===== src/rtl/intr_ctrl.sv =====
// intr_ctrl: memory-mapped interrupt controller.
//
// Each source line goes through a 2-flop synchronizer. It is then normalized to
// active-high raw[i] and captured into PENDING. A bit captures either on a
// rising edge of raw (edge mode) or by following raw every cycle (level mode).
// PENDING & ENABLE drives a registered active-low nIRQ. VECTOR gives the
// lowest-numbered active source.
//
// Ports:
//   clk      - single clock, all state updates on its rising edge
//   reset    - synchronous, active-high
//   CS_N     - chip select, active low
//   RD_N     - read strobe, active low
//   WR_N     - write strobe, active low
//   Addr     - byte address; Addr[4:2] selects a register, Addr[11:5] must be 0
//   DataIn   - write data
//   DataOut  - registered read data (holds between reads)
//   irq_src  - asynchronous interrupt source lines
//   nIRQ     - registered interrupt request, active low
//
// Register map (word offsets):
//   0x00 RAW (RO), 0x04 PENDING (RO), 0x08 ENABLE (RW), 0x0C EDGE_SEL (RW),
//   0x10 CLEAR (WO, W1C), 0x14 SOFT_SET (WO, W1S), 0x18 VECTOR (RO)
module intr_ctrl #(
  parameter int NSRC           = 8,
  parameter bit SRC_ACTIVE_LOW = 1'b1
) (
  input  logic            clk,
  input  logic            reset,
  input  logic            CS_N,
  input  logic            RD_N,
  input  logic            WR_N,
  input  logic [11:0]     Addr,
  input  logic [31:0]     DataIn,
  output logic [31:0]     DataOut,
  input  logic [NSRC-1:0] irq_src,
  output logic            nIRQ
);

  localparam logic [2:0] A_RAW      = 3'd0;
  localparam logic [2:0] A_PENDING  = 3'd1;
  localparam logic [2:0] A_ENABLE   = 3'd2;
  localparam logic [2:0] A_EDGE_SEL = 3'd3;
  localparam logic [2:0] A_CLEAR    = 3'd4;
  localparam logic [2:0] A_SOFT_SET = 3'd5;
  localparam logic [2:0] A_VECTOR   = 3'd6;

  // Synchronizers reset to the electrically inactive level, so a source that
  // is held asserted through reset shows up as a fresh edge after release.
  localparam logic [NSRC-1:0] SRC_IDLE = {NSRC{SRC_ACTIVE_LOW}};

  logic [NSRC-1:0] sync1;
  logic [NSRC-1:0] sync2;
  logic [NSRC-1:0] raw;
  logic [NSRC-1:0] raw_d;
  logic [NSRC-1:0] pending;
  logic [NSRC-1:0] enable;
  logic [NSRC-1:0] edge_sel;
  logic [NSRC-1:0] active;
  logic [NSRC-1:0] pending_nxt;
  logic [NSRC-1:0] wdata;
  logic [31:0]     vector;
  logic [31:0]     rd_data;
  logic            hit;
  logic            rd_en;
  logic            wr_en;
  logic            wr_enable;
  logic            wr_edge_sel;
  logic            wr_clear;
  logic            wr_soft_set;
  logic            unused_bits;

  // Widen an NSRC-bit register to the 32-bit bus with zero upper bits.
  function automatic logic [31:0] zext(input logic [NSRC-1:0] v);
    logic [31:0] r;
    r = 32'd0;
    r[NSRC-1:0] = v;
    return r;
  endfunction

  assign raw         = SRC_ACTIVE_LOW ? ~sync2 : sync2;
  assign active      = pending & enable;
  assign wdata       = DataIn[NSRC-1:0];
  assign hit         = ~CS_N & (Addr[11:5] == 7'd0);
  assign rd_en       = ~CS_N & ~RD_N;
  assign wr_en       = hit & ~WR_N;
  assign wr_enable   = wr_en & (Addr[4:2] == A_ENABLE);
  assign wr_edge_sel = wr_en & (Addr[4:2] == A_EDGE_SEL);
  assign wr_clear    = wr_en & (Addr[4:2] == A_CLEAR);
  assign wr_soft_set = wr_en & (Addr[4:2] == A_SOFT_SET);
  // Byte-lane bits and data bits above NSRC are intentionally ignored.
  assign unused_bits = ^{Addr[1:0], DataIn};

  // Priority encoder: lowest-numbered active source, valid flag in bit 31.
  always_comb begin
    vector = 32'd0;
    for (int i = NSRC - 1; i >= 0; i--) begin
      if (active[i]) begin
        vector = {1'b1, 26'd0, 5'(i)};
      end else begin
        vector = vector;
      end
    end
  end

  // Next PENDING.
  // Edge bits hold their value, CLEAR knocks bits down, and a set wins over
  // CLEAR. Level bits simply mirror raw. Any bit whose mode changes is cleared.
  always_comb begin
    logic [NSRC-1:0] set_bits;
    logic [NSRC-1:0] clr_bits;
    logic [NSRC-1:0] mode_chg;
    set_bits = (raw & ~raw_d) | (wr_soft_set ? wdata : {NSRC{1'b0}});
    clr_bits = wr_clear ? wdata : {NSRC{1'b0}};
    mode_chg = wr_edge_sel ? (wdata ^ edge_sel) : {NSRC{1'b0}};
    pending_nxt = ((edge_sel & ((pending & ~clr_bits) | set_bits)) |
                   (~edge_sel & raw)) & ~mode_chg;
  end

  // Read mux; unmapped, write-only and out-of-window addresses read as 0.
  always_comb begin
    rd_data = 32'd0;
    if (hit) begin
      case (Addr[4:2])
        A_RAW:      rd_data = zext(raw);
        A_PENDING:  rd_data = zext(pending);
        A_ENABLE:   rd_data = zext(enable);
        A_EDGE_SEL: rd_data = zext(edge_sel);
        A_VECTOR:   rd_data = vector;
        default:    rd_data = 32'd0;
      endcase
    end else begin
      rd_data = 32'd0;
    end
  end

  // All state: synchronizers, edge history, registers, read data and nIRQ.
  always_ff @(posedge clk) begin
    if (reset) begin
      sync1    <= SRC_IDLE;
      sync2    <= SRC_IDLE;
      raw_d    <= {NSRC{1'b0}};
      pending  <= {NSRC{1'b0}};
      enable   <= {NSRC{1'b0}};
      edge_sel <= {NSRC{1'b0}};
      DataOut  <= 32'd0;
      nIRQ     <= 1'b1;
    end else begin
      sync1   <= irq_src;
      sync2   <= sync1;
      raw_d   <= raw;
      pending <= pending_nxt;
      if (wr_enable) begin
        enable <= wdata;
      end
      if (wr_edge_sel) begin
        edge_sel <= wdata;
      end
      // Reads sample the pre-update register values.
      if (rd_en) begin
        DataOut <= rd_data;
      end
      nIRQ <= ~|active;
    end
  end

endmodule

===== config.mk =====
export PLATFORM = sky130hd
export DESIGN_NAME = intr_ctrl
export DESIGN_NICKNAME = d
export VERILOG_FILES = /design/src/rtl/intr_ctrl.sv
export SDC_FILE = /design/constraint.sdc
export NUM_CORES = 1
export LEC_CHECK = 0
export ABC_AREA = 1
export CORE_AREA = 2 2 95 106
export CTS_CLUSTER_DIAMETER = 50
export DETAILED_ROUTE_END_ITERATION = 10
export DIE_AREA = 0 0 97 108
export GPL_ROUTABILITY_DRIVEN = 0
export PLACE_DENSITY_LB_ADDON = 0.15
export SYNTH_ARGS = -nofsm -noshare
export SYNTH_HDL_FRONTEND = slang
export SYNTH_SLANG_ARGS = --single-unit

===== constraint.sdc =====
create_clock -name clk -period 2.4 [get_ports clk]
set_input_delay 0.72 -clock clk [delete_from_list [all_inputs] [get_ports clk]]
set_output_delay 0.72 -clock clk [all_outputs]
set_load 0.03 [all_outputs]

---- After elaboration in Yosys (flattened, before gate mapping) ----
Index checks and enable logic that the tools add are counted.
word-level totals
  register bits after elaboration ......... 81
operators by class
  equality and inequality tests ........... 6
  reductions and logical operators ........ 4
  bitwise operators ....................... 25
  mux-type cells .......................... 13
operators by type and width
  kind                                                  number
  2-to-1 mux 32 bit                                     9
  case mux 32 bit (5 select lines)                      1
  bitwise AND 8 bit                                     6
  NOT 8 bit                                             5
  2-to-1 mux 8 bit                                      3
  bitwise OR 8 bit                                      3
  equality test 3 bit (second input constant)           3
  OR reduction 8 bit                                    1
  bitwise XOR 8 bit                                     1
  bitwise AND 1 bit                                     7
  zero test 7 bit                                       1
  equality test 3 x 2 -> 1 bit (second input constant)  2
  equality test 3 x 1 -> 1 bit (second input constant)  1
  zero test 3 bit                                       1
  NOT 1 bit                                             3
  zero test 1 bit                                       1

---- Logic depth before layout (Yosys ltp) ----
  word-level depth ........................ 11
  mapped depth ............................ 12

---- Worst setup path after synthesis ----
OpenSTA, ideal clock, no wires.
  kind .................................... in2reg
  start ................................... input Addr[8]
  end ..................................... register pending[0]
  stages .................................. 8
  arrival ................................. 1.562 ns
  data required time ...................... 2.290 ns
  slack ................................... 0.728 ns
  setup time .............................. 0.110 ns
  path buffers ............................ 0
  path through ............................ nor2_1 -> nand2_1 -> nor2_4 -> nand3_1 -> o21ai_0 -> nand3_1 -> nand3_1 -> inv_1
between the ends
  cells in the longest elaborated chain, start to end .. 11
  elaborated cells on any way between the ends .. 17
  those cells by class .................... mux (3); bitwise (13); reduce/logical (1)
RTL lines
  element                RTL line  source
  start, declared        33        input logic [11:0] Addr,
  zero test 7 bit (*)    84        assign hit = ~CS_N & (Addr[11:5] == 7'd0);
  bitwise AND 1 bit (*)  84
  bitwise AND 1 bit (*)  86        assign wr_en = hit & ~WR_N;
  bitwise AND 1 bit      89        assign wr_clear = wr_en & (Addr[4:2] == A_CLEAR);
  2-to-1 mux 8 bit       114       clr_bits = wr_clear ? wdata : {NSRC{1'b0}};
  NOT 8 bit              116       pending_nxt = ((edge_sel & ((pending & ~clr_bits) | set_bits)) |
  bitwise AND 8 bit      116
  bitwise OR 8 bit       116
  bitwise AND 8 bit      116
  bitwise OR 8 bit       116
  bitwise AND 8 bit (*)  117       (~edge_sel & raw)) & ~mode_chg;
  end signal, assigned   143       pending <= {NSRC{1'b0}};
  end signal, assigned   152       pending <= pending_nxt;
  end, declared          56        logic [NSRC-1:0] pending;
Every way passes the cells marked *; elsewhere a longest branch is shown, timed or not.
A chain may end at the register's enable or synchronous reset.

---- Final worst setup path ----
  start ................................... register DataOut[0]
  end ..................................... output DataOut[0]
RTL lines
  element                 RTL line  source
  start, declared         35        output logic [31:0] DataOut,
  start signal, assigned  161       DataOut <= rd_data;
No word-level cell between the ends.

==> flow_summary.rst <==
.. list-table::
   :header-rows: 1

   * - Metric
     - Value
   * - Top achievable clock speed
     - 482 MHz
   * - Sequential cell fraction of total power
     - 43.2%
   * - Number of instances in the synthesized netlist
     - 377
   * - Predominant post-synthesis flop cell
     - sky130_fd_sc_hd__dfxtp_1
   * - Post-route clock skew
     - 0.00559 ns
   * - DRC viols
     - 0
   * - Die footprint
     - 10500 sq um
   * - Commonest cells in the synthesized netlist
     - 61 x sky130_fd_sc_hd__nand2_1, 58 x sky130_fd_sc_hd__dfxtp_1, 45 x sky130_fd_sc_hd__nor2_1
   * - Kind of cell adding the most delay to the critical path
     - buffers and inverters
   * - Initial core utilization
     - 29.4%
   * - TritonCTS buffer count
     - 9
   * - Multiplexer share of the synthesized area
     - 0%
   * - Share of synthesized flip-flops with an asynchronous set or reset
     - 0%
   * - Number of nets at the end of the flow
     - 493
   * - GRT Util Overall
     - 13.6%
   * - Mean routed wirelength per cell
     - 11.7 um
   * - Congestion Overflow GR
     - 0
   * - Final hold vios
     - 0
   * - Clock power frac
     - 48.2%
   * - Library cell contributing the largest single delay on the critical path
     - sky130_fd_sc_hd__clkdlybuf4s50_1
   * - Area share of and/or/nand/nor cells after synthesis
     - 27.6%
   * - Leak Pwr
     - 1.47 nW
   * - RSZ-0062 raised after global routing
     - no
   * - Crit path launch type
     - register
   * - Clock-pin slew on the worst setup and hold paths
     - 0.06 ns
   * - Count of state elements after synthesis
     - 58
   * - Area Overhead vs Synth
     - 29.7%
   * - Global-route wire length before repair
     - 11000 um
   * - Data arrival at the endpoint of the critical path
     - 1.35 ns
   * - Tcrit/Tclk final
     - 86.4%
   * - Synthesis Warnings
     - 0
   * - Fraction of final layout cells sized beyond drive strength 1
     - 13.8%
   * - Biggest cell delay along the critical path
     - 0.67 ns
   * - Antenna violations before repair
     - 0
   * - Unique cell type count in the Yosys netlist
     - 25
   * - Netlist area before placement
     - 2740 sq um
   * - CP bufs+invs
     - 1
   * - Xor/xnor cell area share of the yosys netlist
     - 0%
   * - Max-cap viol count
     - 0
   * - Pins Over Slew Limit
     - 0
   * - Area share of fa/ha/maj cells after synthesis
     - 0%
   * - Worst Setup Path Type
     - register to output port
   * - Main combinational cell family by area after synthesis
     - simple AND/OR/NAND/NOR gates
   * - Maximum number of pins on one net before global-route repair
     - 26
   * - Cell chosen for the clock root
     - sky130_fd_sc_hd__clkbuf_8
   * - Compound-cell area share of the yosys netlist
     - 15.4%
   * - Cells along the critical path
     - clkdlybuf4s50_1
   * - Die Y
     - 108 um
   * - Via count of the first global-routing pass
     - 2303
   * - Core outline area
     - 9310 sq um
   * - Total internal power
     - 1.75 mW
   * - Avg Synthesized Cell Area
     - 7.26 sq um
   * - Worst Hold Class
     - register to register
   * - Insertion delay to the later sink of the worst-skew pair
     - 0.35 ns
   * - Number of standard-cell rows in the floorplan
     - 37
   * - Highest net fanout along the worst path
     - 2
   * - Shortest period the worst path allows
     - 2.07 ns
   * - P per Cell Area
     - 647 nW/um^2
   * - Endpoint class of the critical path
     - output port
   * - Number of port buffers
     - 40
   * - Number of levels the H-tree was split into
     - 3
   * - Clock tree from TritonCTS
     - done
   * - Post-DP HPWL
     - 4940 um
   * - Die extent in x
     - 97 um
   * - Total I/O pin count
     - 90
   * - Antenna diodes
     - 0
   * - WL final
     - 6530 um
   * - Final core area utilization
     - 38.2%
   * - DRT antenna net count
     - 0
   * - Number of buffers inserted by post-CTS setup repair
     - 0
   * - Setup TNS
     - 0 ns
   * - Number of resized instances in the post-cts repair step
     - 0
   * - Area share of the leading cell type in the synthesized netlist
     - 42.4%
   * - Status
     - finished, final reports clean
   * - Number of iterations in the first detailed-routing pass
     - 4
   * - Number of flops mapped to enable cells by yosys
     - 0
   * - Logic pwr share
     - 8.6%
   * - Top post-synthesis cells by area
     - sky130_fd_sc_hd__dfxtp_1 42%, sky130_fd_sc_hd__nand2_1 8.4%, sky130_fd_sc_hd__buf_4 6.3%, sky130_fd_sc_hd__a21oi_1 6.2%, sky130_fd_sc_hd__nor2_1 6.2%
   * - Switching fraction of total power
     - 23.9%
   * - Number of buffers inserted for hold repair after clock tree synthesis
     - 0
   * - Fraction of the yosys area taken by sequential cells
     - 42.4%
   * - # setup viols final
     - 0
   * - Net switching component of the power
     - 548 uW
   * - Per-cell via count in the routed design
     - 4.48
   * - Number of buffers on the longest clock path
     - 2
   * - Vias post-DR
     - 2499
   * - Required @ worst endpoint
     - 1.68 ns
   * - Number of sinks handled by clock tree synthesis
     - 58
   * - DRC violation total after the first TritonRoute iteration
     - 73
   * - Most instantiated library cell after synthesis
     - sky130_fd_sc_hd__nand2_1
   * - Area leader, netlist
     - sky130_fd_sc_hd__dfxtp_1
   * - Worst IR drop on VDD
     - 0.000323 V
==> metal layers <==
layer	wire, um	vias to the layer above	GRT usage, %	part of all wire (%)
met2	2910	72	21.2	45
met5	0	-	0	0
met3	393	10	4.14	6.0
met4	135	0	7.24	2.1
met1	3090	1125	16.9	47
li1	-	1292	-	-
==> layout by cell type (no fill, tap or decap), types with 4 or more instances in the layout <==
cell	Yosys	routed
sky130_fd_sc_hd__clkbuf_8	0	9
sky130_fd_sc_hd__clkdlybuf4s50_1	0	40
sky130_fd_sc_hd__o2111ai_1	5	5
sky130_fd_sc_hd__or2_2	16	16
sky130_fd_sc_hd__inv_2	5	5
sky130_fd_sc_hd__a21oi_1	34	34
sky130_fd_sc_hd__inv_1	38	38
sky130_fd_sc_hd__dfxtp_1	58	58
sky130_fd_sc_hd__o21ai_0	32	32
sky130_fd_sc_hd__nor2_1	45	45
sky130_fd_sc_hd__nand2_1	61	61
sky130_fd_sc_hd__conb_1	1	23
sky130_fd_sc_hd__nor2_4	4	4
sky130_fd_sc_hd__buf_4	23	15
sky130_fd_sc_hd__nand3_1	33	33
==> sequential cells by signal, indices dropped and copies added (netlist names) <==
| register | count |
|---|---|
| DataOut | 9 |
| edge_sel | 8 |
| enable | 8 |
| nIRQ | 1 |
| pending | 8 |
| raw_d | 8 |
| sync1 | 8 |
| sync2 | 8 |
==> layout make-up <==
class	instances	area [sq um]
Fill cell	979	5750
Clock inverter	7	116
Sequential cell	58	1160
Clock buffer	9	124
Multi-Input combinational cell	265	1260
Timing Repair Buffer	58	573
Inverter	44	165
Tap cell	117	146
==> logic make-up after synthesis <==
logic type,after synthesis
compound gates,78
buf+inv,76
simple gates,164
other cells,1
flops,58
==> stage by stage <==
step / setup WS [ns] / power (mW) / hold slack (ns) / cell area (sq um) / std cells
after global placement: 0.0757 / 1.21 / 0.391 / 3310 / 542
after CTS: 0.293 / 2.33 / 0.411 / 3550 / 558
final: 0.326 / 2.30 / 0.409 / 3550 / 558
after global routing: 0.260 / 2.40 / 0.422 / 3550 / 558
after floorplan: 0.728 / 1.16 / 0.389 / 2820 / 399
after detailed placement: 0.0489 / 1.21 / 0.393 / 3310 / 542
==> final timing paths <==
check	start	to	slack, ns	cells after the start
max	DataOut[0]$_SDFFE_PP0P_	DataOut[0]	0.33	1
min	sync1[1]$_SDFF_PP1_	sync2[1]$_SDFF_PP1_	0.41	1
max reg2reg	pending[0]$_SDFF_PP0_	DataOut[1]$_SDFFE_PP0P_	1.17	7
min reg2reg	sync1[1]$_SDFF_PP1_	sync2[1]$_SDFF_PP1_	0.41	1
==> power groups by stage <==
stage,registers (mW),logic [mW],clock network [mW]
detailed placement,1.02,0.199,0
global placement,1.02,0.197,0
finish,0.993,0.198,1.11
CTS,0.993,0.199,1.14
floorplan,1.01,0.144,0
global route,0.995,0.218,1.18
Note: power is estimated with default switching activity, not from simulation.
